$ cat src/rtl/mips_multicycle_control_if.sv
// Control bundle between the multi-cycle MIPS control FSM and its datapath.
// master = control FSM side, slave = datapath side.
interface mips_multicycle_control_if;
   logic [5:0] opcode;
   logic       memReady;
   logic       PCWrite;
   logic       PCWriteCond;
   logic       IorD;
   logic       MemRead;
   logic       MemWrite;
   logic       IRWrite;
   logic       MemtoReg;
   logic       RegDst;
   logic       RegWrite;
   logic       ALUSrcA;
   logic [1:0] ALUSrcB;
   logic [1:0] ALUOp;
   logic [1:0] PCSource;
   logic [3:0] state;
   logic       illegalOp;

   modport master (
      input  opcode, memReady,
      output PCWrite, PCWriteCond, IorD, MemRead, MemWrite, IRWrite, MemtoReg,
             RegDst, RegWrite, ALUSrcA, ALUSrcB, ALUOp, PCSource, state, illegalOp
   );

   modport slave (
      output opcode, memReady,
      input  PCWrite, PCWriteCond, IorD, MemRead, MemWrite, IRWrite, MemtoReg,
             RegDst, RegWrite, ALUSrcA, ALUSrcB, ALUOp, PCSource, state, illegalOp
   );
endinterface

$ cat src/rtl/mips_multicycle_control.sv
// Main control FSM for the multi-cycle MIPS datapath (fetch/decode/exec/mem/wb).
// Outputs decode the registered state; only FETCH's IRWrite/PCWrite follow memReady.
module mips_multicycle_control #(
   parameter logic [5:0] OP_RTYPE = 6'h00,
   parameter logic [5:0] OP_LW    = 6'h23,
   parameter logic [5:0] OP_SW    = 6'h2B,
   parameter logic [5:0] OP_BEQ   = 6'h04,
   parameter logic [5:0] OP_ADDI  = 6'h08,
   parameter logic [5:0] OP_J     = 6'h02
) (
   input  logic                      clk,
   input  logic                      reset,
   mips_multicycle_control_if.master ctrl
);

   typedef enum logic [3:0] {
      FETCH  = 4'd0,  DECODE = 4'd1,  MEMADR = 4'd2,  MEMRD  = 4'd3,
      MEMWB  = 4'd4,  MEMWR  = 4'd5,  EXEC   = 4'd6,  RTWB   = 4'd7,
      BRANCH = 4'd8,  ADDIEX = 4'd9,  ADDIWB = 4'd10, JUMP   = 4'd11
   } state_t;

   typedef struct packed {
      logic       pc_write;
      logic       pc_write_cond;
      logic       iord;
      logic       mem_read;
      logic       mem_write;
      logic       ir_write;
      logic       mem_to_reg;
      logic       reg_dst;
      logic       reg_write;
      logic       alu_src_a;
      logic [1:0] alu_src_b;
      logic [1:0] alu_op;
      logic [1:0] pc_source;
      logic       illegal_op;
   } ctrl_out_t;

   state_t    state_q, state_d;
   logic      is_lw_q, is_lw_d;
   logic      illegal_d;
   ctrl_out_t out_d;

   always_ff @(posedge clk or posedge reset) begin
      if (reset) begin
         state_q <= FETCH;
         is_lw_q <= 1'b0;
      end else begin
         state_q <= state_d;
         is_lw_q <= is_lw_d;
      end
   end

   // lw/sw choice is latched in DECODE so MEMADR never looks at the IR again.
   always_comb begin
      state_d   = FETCH;
      is_lw_d   = is_lw_q;
      illegal_d = 1'b0;
      case (state_q)
         FETCH:  state_d = ctrl.memReady ? DECODE : FETCH;
         DECODE: begin
            is_lw_d = (ctrl.opcode == OP_LW);
            case (ctrl.opcode)
               OP_LW, OP_SW: state_d = MEMADR;
               OP_RTYPE:     state_d = EXEC;
               OP_BEQ:       state_d = BRANCH;
               OP_ADDI:      state_d = ADDIEX;
               OP_J:         state_d = JUMP;
               default:      illegal_d = 1'b1;
            endcase
         end
         MEMADR: state_d = is_lw_q ? MEMRD : MEMWR;
         MEMRD:  state_d = ctrl.memReady ? MEMWB : MEMRD;
         MEMWR:  state_d = ctrl.memReady ? FETCH : MEMWR;
         EXEC:   state_d = RTWB;
         ADDIEX: state_d = ADDIWB;
         default: state_d = FETCH;
      endcase
   end

   always_comb begin
      out_d = '0;
      case (state_q)
         FETCH: begin
            out_d.mem_read  = 1'b1;
            out_d.alu_src_b = 2'b01;
            out_d.ir_write  = ctrl.memReady;
            out_d.pc_write  = ctrl.memReady;
         end
         DECODE: begin
            out_d.alu_src_b  = 2'b11;
            out_d.illegal_op = illegal_d;
         end
         MEMADR, ADDIEX: begin
            out_d.alu_src_a = 1'b1;
            out_d.alu_src_b = 2'b10;
         end
         MEMRD: begin
            out_d.mem_read = 1'b1;
            out_d.iord     = 1'b1;
         end
         MEMWB: begin
            out_d.reg_write  = 1'b1;
            out_d.mem_to_reg = 1'b1;
         end
         MEMWR: begin
            out_d.mem_write = 1'b1;
            out_d.iord      = 1'b1;
         end
         EXEC: begin
            out_d.alu_src_a = 1'b1;
            out_d.alu_op    = 2'b10;
         end
         RTWB: begin
            out_d.reg_write = 1'b1;
            out_d.reg_dst   = 1'b1;
         end
         BRANCH: begin
            out_d.alu_src_a     = 1'b1;
            out_d.alu_op        = 2'b01;
            out_d.pc_write_cond = 1'b1;
            out_d.pc_source     = 2'b01;
         end
         ADDIWB:  out_d.reg_write = 1'b1;
         JUMP: begin
            out_d.pc_write  = 1'b1;
            out_d.pc_source = 2'b10;
         end
         default: out_d = '0;
      endcase
      if (reset) out_d = '0;
   end

   assign ctrl.PCWrite     = out_d.pc_write;
   assign ctrl.PCWriteCond = out_d.pc_write_cond;
   assign ctrl.IorD        = out_d.iord;
   assign ctrl.MemRead     = out_d.mem_read;
   assign ctrl.MemWrite    = out_d.mem_write;
   assign ctrl.IRWrite     = out_d.ir_write;
   assign ctrl.MemtoReg    = out_d.mem_to_reg;
   assign ctrl.RegDst      = out_d.reg_dst;
   assign ctrl.RegWrite    = out_d.reg_write;
   assign ctrl.ALUSrcA     = out_d.alu_src_a;
   assign ctrl.ALUSrcB     = out_d.alu_src_b;
   assign ctrl.ALUOp       = out_d.alu_op;
   assign ctrl.PCSource    = out_d.pc_source;
   assign ctrl.illegalOp   = out_d.illegal_op;
   assign ctrl.state       = state_q;

endmodule

$ cat src/flat_wrapper.sv
// flat-port wrapper written by rule: the top's interface ports become plain ports
module mips_multicycle_control_flat 
#(
   parameter logic [5:0] OP_RTYPE = 6'h00,
   parameter logic [5:0] OP_LW    = 6'h23,
   parameter logic [5:0] OP_SW    = 6'h2B,
   parameter logic [5:0] OP_BEQ   = 6'h04,
   parameter logic [5:0] OP_ADDI  = 6'h08,
   parameter logic [5:0] OP_J     = 6'h02
)
  (clk, reset, ctrl_opcode, ctrl_memReady, ctrl_PCWrite, ctrl_PCWriteCond, ctrl_IorD, ctrl_MemRead, ctrl_MemWrite, ctrl_IRWrite, ctrl_MemtoReg, ctrl_RegDst, ctrl_RegWrite, ctrl_ALUSrcA, ctrl_ALUSrcB, ctrl_ALUOp, ctrl_PCSource, ctrl_state, ctrl_illegalOp);
  mips_multicycle_control_if ctrl_i ();
  input  logic clk;
  input  logic reset;
  input wire logic [$bits(ctrl_i.opcode)-1:0] ctrl_opcode;
  input wire logic [$bits(ctrl_i.memReady)-1:0] ctrl_memReady;
  output wire logic [$bits(ctrl_i.PCWrite)-1:0] ctrl_PCWrite;
  output wire logic [$bits(ctrl_i.PCWriteCond)-1:0] ctrl_PCWriteCond;
  output wire logic [$bits(ctrl_i.IorD)-1:0] ctrl_IorD;
  output wire logic [$bits(ctrl_i.MemRead)-1:0] ctrl_MemRead;
  output wire logic [$bits(ctrl_i.MemWrite)-1:0] ctrl_MemWrite;
  output wire logic [$bits(ctrl_i.IRWrite)-1:0] ctrl_IRWrite;
  output wire logic [$bits(ctrl_i.MemtoReg)-1:0] ctrl_MemtoReg;
  output wire logic [$bits(ctrl_i.RegDst)-1:0] ctrl_RegDst;
  output wire logic [$bits(ctrl_i.RegWrite)-1:0] ctrl_RegWrite;
  output wire logic [$bits(ctrl_i.ALUSrcA)-1:0] ctrl_ALUSrcA;
  output wire logic [$bits(ctrl_i.ALUSrcB)-1:0] ctrl_ALUSrcB;
  output wire logic [$bits(ctrl_i.ALUOp)-1:0] ctrl_ALUOp;
  output wire logic [$bits(ctrl_i.PCSource)-1:0] ctrl_PCSource;
  output wire logic [$bits(ctrl_i.state)-1:0] ctrl_state;
  output wire logic [$bits(ctrl_i.illegalOp)-1:0] ctrl_illegalOp;
  assign ctrl_i.opcode = ctrl_opcode;
  assign ctrl_i.memReady = ctrl_memReady;
  assign ctrl_PCWrite = ctrl_i.PCWrite;
  assign ctrl_PCWriteCond = ctrl_i.PCWriteCond;
  assign ctrl_IorD = ctrl_i.IorD;
  assign ctrl_MemRead = ctrl_i.MemRead;
  assign ctrl_MemWrite = ctrl_i.MemWrite;
  assign ctrl_IRWrite = ctrl_i.IRWrite;
  assign ctrl_MemtoReg = ctrl_i.MemtoReg;
  assign ctrl_RegDst = ctrl_i.RegDst;
  assign ctrl_RegWrite = ctrl_i.RegWrite;
  assign ctrl_ALUSrcA = ctrl_i.ALUSrcA;
  assign ctrl_ALUSrcB = ctrl_i.ALUSrcB;
  assign ctrl_ALUOp = ctrl_i.ALUOp;
  assign ctrl_PCSource = ctrl_i.PCSource;
  assign ctrl_state = ctrl_i.state;
  assign ctrl_illegalOp = ctrl_i.illegalOp;
  mips_multicycle_control #(.OP_RTYPE(OP_RTYPE), .OP_LW(OP_LW), .OP_SW(OP_SW), .OP_BEQ(OP_BEQ), .OP_ADDI(OP_ADDI), .OP_J(OP_J)) u_core (.clk(clk), .reset(reset), .ctrl(ctrl_i));
endmodule
$ cat config.mk
export PLATFORM = sky130hd
export DESIGN_NAME = mips_multicycle_control_flat
export DESIGN_NICKNAME = d
export VERILOG_FILES = /design/src/rtl/mips_multicycle_control_if.sv /design/src/rtl/mips_multicycle_control.sv /design/src/flat_wrapper.sv
export SDC_FILE = /design/constraint.sdc
export NUM_CORES = 1
export LEC_CHECK = 0
export ABC_CLOCK_PERIOD_IN_PS = 1600
export BUFFER_PORTS_ARGS = -buffer_cell sky130_fd_sc_hd__buf_2
export CAP_MARGIN = 20
export CORE_AREA = 2 2 39 41
export CTS_CLUSTER_SIZE = 24
export DETAILED_ROUTE_END_ITERATION = 10
export DIE_AREA = 0 0 41 43
export PLACE_DENSITY = 0.76
export RECOVER_POWER = 25
export SLEW_MARGIN = 20
export SYNTH_ARGS = -nofsm -noshare
export SYNTH_HDL_FRONTEND = slang
export SYNTH_SLANG_ARGS = --single-unit
export TNS_END_PERCENT = 100
$ cat constraint.sdc
create_clock -name clk -period 1.6 [get_ports clk]
set_input_delay 0.4 -clock clk [delete_from_list [all_inputs] [get_ports clk]]
set_output_delay 0.4 -clock clk [all_outputs]
set_load 0.01 [all_outputs]
==> PnR_summary.wiki <==
{| class="wikitable"
! Metric !! Value
|-
| RSZ-0062 raised after global routing || yes
|-
| Internal power || 431 uW
|-
| H-tree depth reported by CTS || 1
|-
| Final hold violations || 0
|-
| Final Max Tran Viols || 0
|-
| Final design area excluding fillers || 1040 um2
|-
| Critical path class || reg2out
|-
| Maximum fanout along the worst path || 6
|-
| Relative slew margins || 0.762
|-
| Total die area || 1760 um2
|-
| Via count of the first global-routing pass || 748
|-
| Predominant post-synthesis flop cell || dfrtp_1
|-
| Endpoint type of the worst setup path || primary output
|-
| Switching portion of total power || 0.377
|-
| Clock insertion delay at the later pin of the skew report || 0.24 ns
|-
| Measured slew at the worst slew-check pin || 0.356 ns
|-
| Number of core rows || 14
|-
| Proportion of power drawn by combinational gates || 0.543
|-
| Post-CTS clock slew at the launch and capture registers of the worst setup and hold paths || 0.05 ns
|-
| Flop and latch count out of synthesis || 5
|-
| Layout overhead on the synthesized area || 86.3%
|-
| TritonCTS clock tree || built
|-
| Arr. time, crit path || 1.35 ns
|-
| Power density normalized to cell area || 668 nW/um2
|-
| Root cell of the clock tree || clkbuf_4
|-
| Clock buffer count from CTS || 3
|-
| Vias after detailed routing || 806
|-
| Fraction of registers with async set or reset after synthesis || 1.00
|-
| # nets final || 135
|-
| Synthesized instance count || 76
|-
| CTS Hold Bufs || 0
|-
| Worst setup slack before clock tree synthesis || -0.00739 ns
|-
| DRT Pass-1 Iters || 4
|-
| Unique cell type count in the Yosys netlist || 33
|-
| Path class of the lowest-slack min-delay path || in2async
|-
| Detailed-placement wirelength estimate || 1370 um
|-
| Boundary Pins || 30
|-
| Clock Skews || 0.00517 ns
|-
| Data required time of the critical path || 1.20 ns
|-
| Final min period || 1.75 ns
|-
| Failing checks || negative setup slack
|-
| Vias/cell || 5.72
|-
| Post-synthesis area per instance || 7.33 um2
|-
| Least setup slack across all paths after layout || -0.151 ns
|-
| Antenna diodes || 0
|-
| Initial core utilization || 0.402
|-
| Total overflow reported by the global router || 0
|-
| Count of buffers from port buffering || 29
|-
| Initial antenna violation count || 0
|-
| Global router's overall resource usage || 0.245
|-
| Net load switching power || 261 uW
|-
| Part of the total power dissipated in sequential elements || 0.247
|-
| Seq/Total Area, Yosys || 0.225
|-
| Number of setup violations in the final report || 14
|-
| Setup_tns || -1.43 ns
|-
| Max-capacitance violation count || 0
|-
| Portion of total power attributed to the clock network || 0.210
|-
| VDD IR max || 0.449 mV
|-
| Largest net degree at the start of global routing || 8
|-
| Clk buf depth || 2
|-
| Clk sinks || 5
|-
| Total number of yosys warnings || 0
|-
| Floorplan core area || 1380 um2
|-
| Die height || 43 um
|-
| Final WL || 2030 um
|-
| R2r worst-path depth || 4
|-
| Cell area after synthesis || 557 um2
|-
| Instance area after placement || 840 um2
|-
| Wire length of the first global-routing pass || 3040 um
|-
| Die width || 41 um
|-
| Net count of the mapped netlist || 85
|-
| Status || finished with violations
|-
| Number of design rule violations left after detail routing || 0
|-
| Highest Clock Rate || 571 MHz
|-
| Detailed-route wire length per cell || 14.4 um
|-
| Iter 0 DRT Violations || 10
|-
| Reported leakage power || 0.000517 uW
|-
| Ratio of cells with drive above 1 in the final layout || 0.624
|-
| Post-route clock period utilization || 1.09
|-
| Final estimated routing congestion in global placement || 0.812
|-
| Antenna Violating Nets Remaining || 0
|-
| EDFF count, synth || 0
|-
| Startpoint type of the worst setup path || register
|}
## power by group through the flow
stage                     Combinational, uW  Sequential, uW  Clock, uW
after floorplan                         175             161          0
after global placement                  295             159          0
after detailed placement                299             160          0
after CTS                               358             168        145
after global routing                    402             173        159
final                                   376             171        146
## cells in the final DEF, fill, tap and decap left out, types with 2 or more instances in the layout
cell       n
nor4_1     2
nor2_1     7
inv_1      3
nand2_1    3
buf_4     15
nor3_1     6
xnor2_1    2
buf_2     26
nand2b_4   5
nand3_1    2
clkbuf_1   2
buf_6      9
clkbuf_4   3
dfrtp_2    4
nor3_4     2
o21ai_0    2
a21oi_1    2
## logic make-up after synthesis
logic type	Yosys count	synth area share
compound gates	13	0.162
buf+inv	10	0.0831
simple gates	44	0.465
flops	5	0.225
mux	1	0.0180
xor+xnor	3	0.0472
## final timing paths
| kind | from | endpoint | slack, ns |
|---|---|---|---|
| min in group clk | ctrl_opcode[4] | u_core.is_lw_q$_DFFE_PP0N_ | 0.39 |
| max in group asynchronous | reset | u_core.ctrl.state[3]$_DFF_PP0_ | 1.14 |
| worst max register to register | u_core.ctrl.state[3]$_DFF_PP0_ | u_core.ctrl.state[0]$_DFF_PP0_ | 0.05 |
| worst max-delay path | u_core.ctrl.state[0]$_DFF_PP0_ | ctrl_ALUSrcA | -0.15 |
| worst min register to register | u_core.is_lw_q$_DFFE_PP0N_ | u_core.is_lw_q$_DFFE_PP0N_ | 0.53 |
| worst min-delay path | reset | u_core.ctrl.state[0]$_DFF_PP0_ | 0.33 |
## final cells by class
cell class	count	area, um2
Fill cell	107	347
Inverter	4	17.5
Tap cell	16	20.0
Sequential cell	5	130
Clock buffer	4	26.3
Multi-Input combinational cell	61	495
Timing Repair Buffer	51	348
## routing by layer
metal	global-route usage	up-vias	part of all wire
met1	0.230	385	0.37
li1	-	377	-
met4	0.0667	0	0.0049
met3	0.0262	2	0.065
met5	0	-	0
met2	0.491	42	0.56
## flip-flops by register name, indices dropped and copies added (netlist names)
name and flops:
u_core.ctrl.state 4, u_core.is_lw_q 1
## cell usage after synthesis (2+ instances only)
library cell  n  area share
or2_2         2       0.022
o32ai_1       2       0.031
and3_1        2       0.022
buf_2         4       0.036
nand2b_4      2       0.049
nor2_1        9       0.061
a21oi_1       2       0.018
dfrtp_1       5        0.22
nand2b_1      4       0.045
nand3_1       3       0.027
nor4_1        3       0.034
o21ai_0       3       0.027
xnor2_1       2       0.031
inv_1         4       0.027
nand2_1       4       0.027
nor3_1        8       0.072
## through the flow
stage / std cells / hold slack [ns] / utilization / total power [uW]
after floorplan: 76 / 0.374 / - / 337
after global placement: 132 / 0.451 / 0.607 / 455
after detailed placement: 132 / 0.454 / 0.607 / 459
after CTS: 139 / 0.216 / 0.714 / 672
after global routing: 141 / 0.318 / 0.750 / 735
final: 141 / 0.330 / 0.750 / 693
## repair_timing
action                     in CTS  in global routing
resized for setup              23                  9
setup endpoints to repair      17                 19
pin swaps                      10                  3
gates cloned                    0                  0
buffers inserted                3                  2
## worst max-delay path: stages, from the launching register on
cell,delay (ns)
dfrtp_2,0.46
nand2b_4,0.17
nand2b_4,0.15
o21ai_0,0.08
and2_1,0.14
buf_2,0.12
Power figures use the tool's default switching activity.
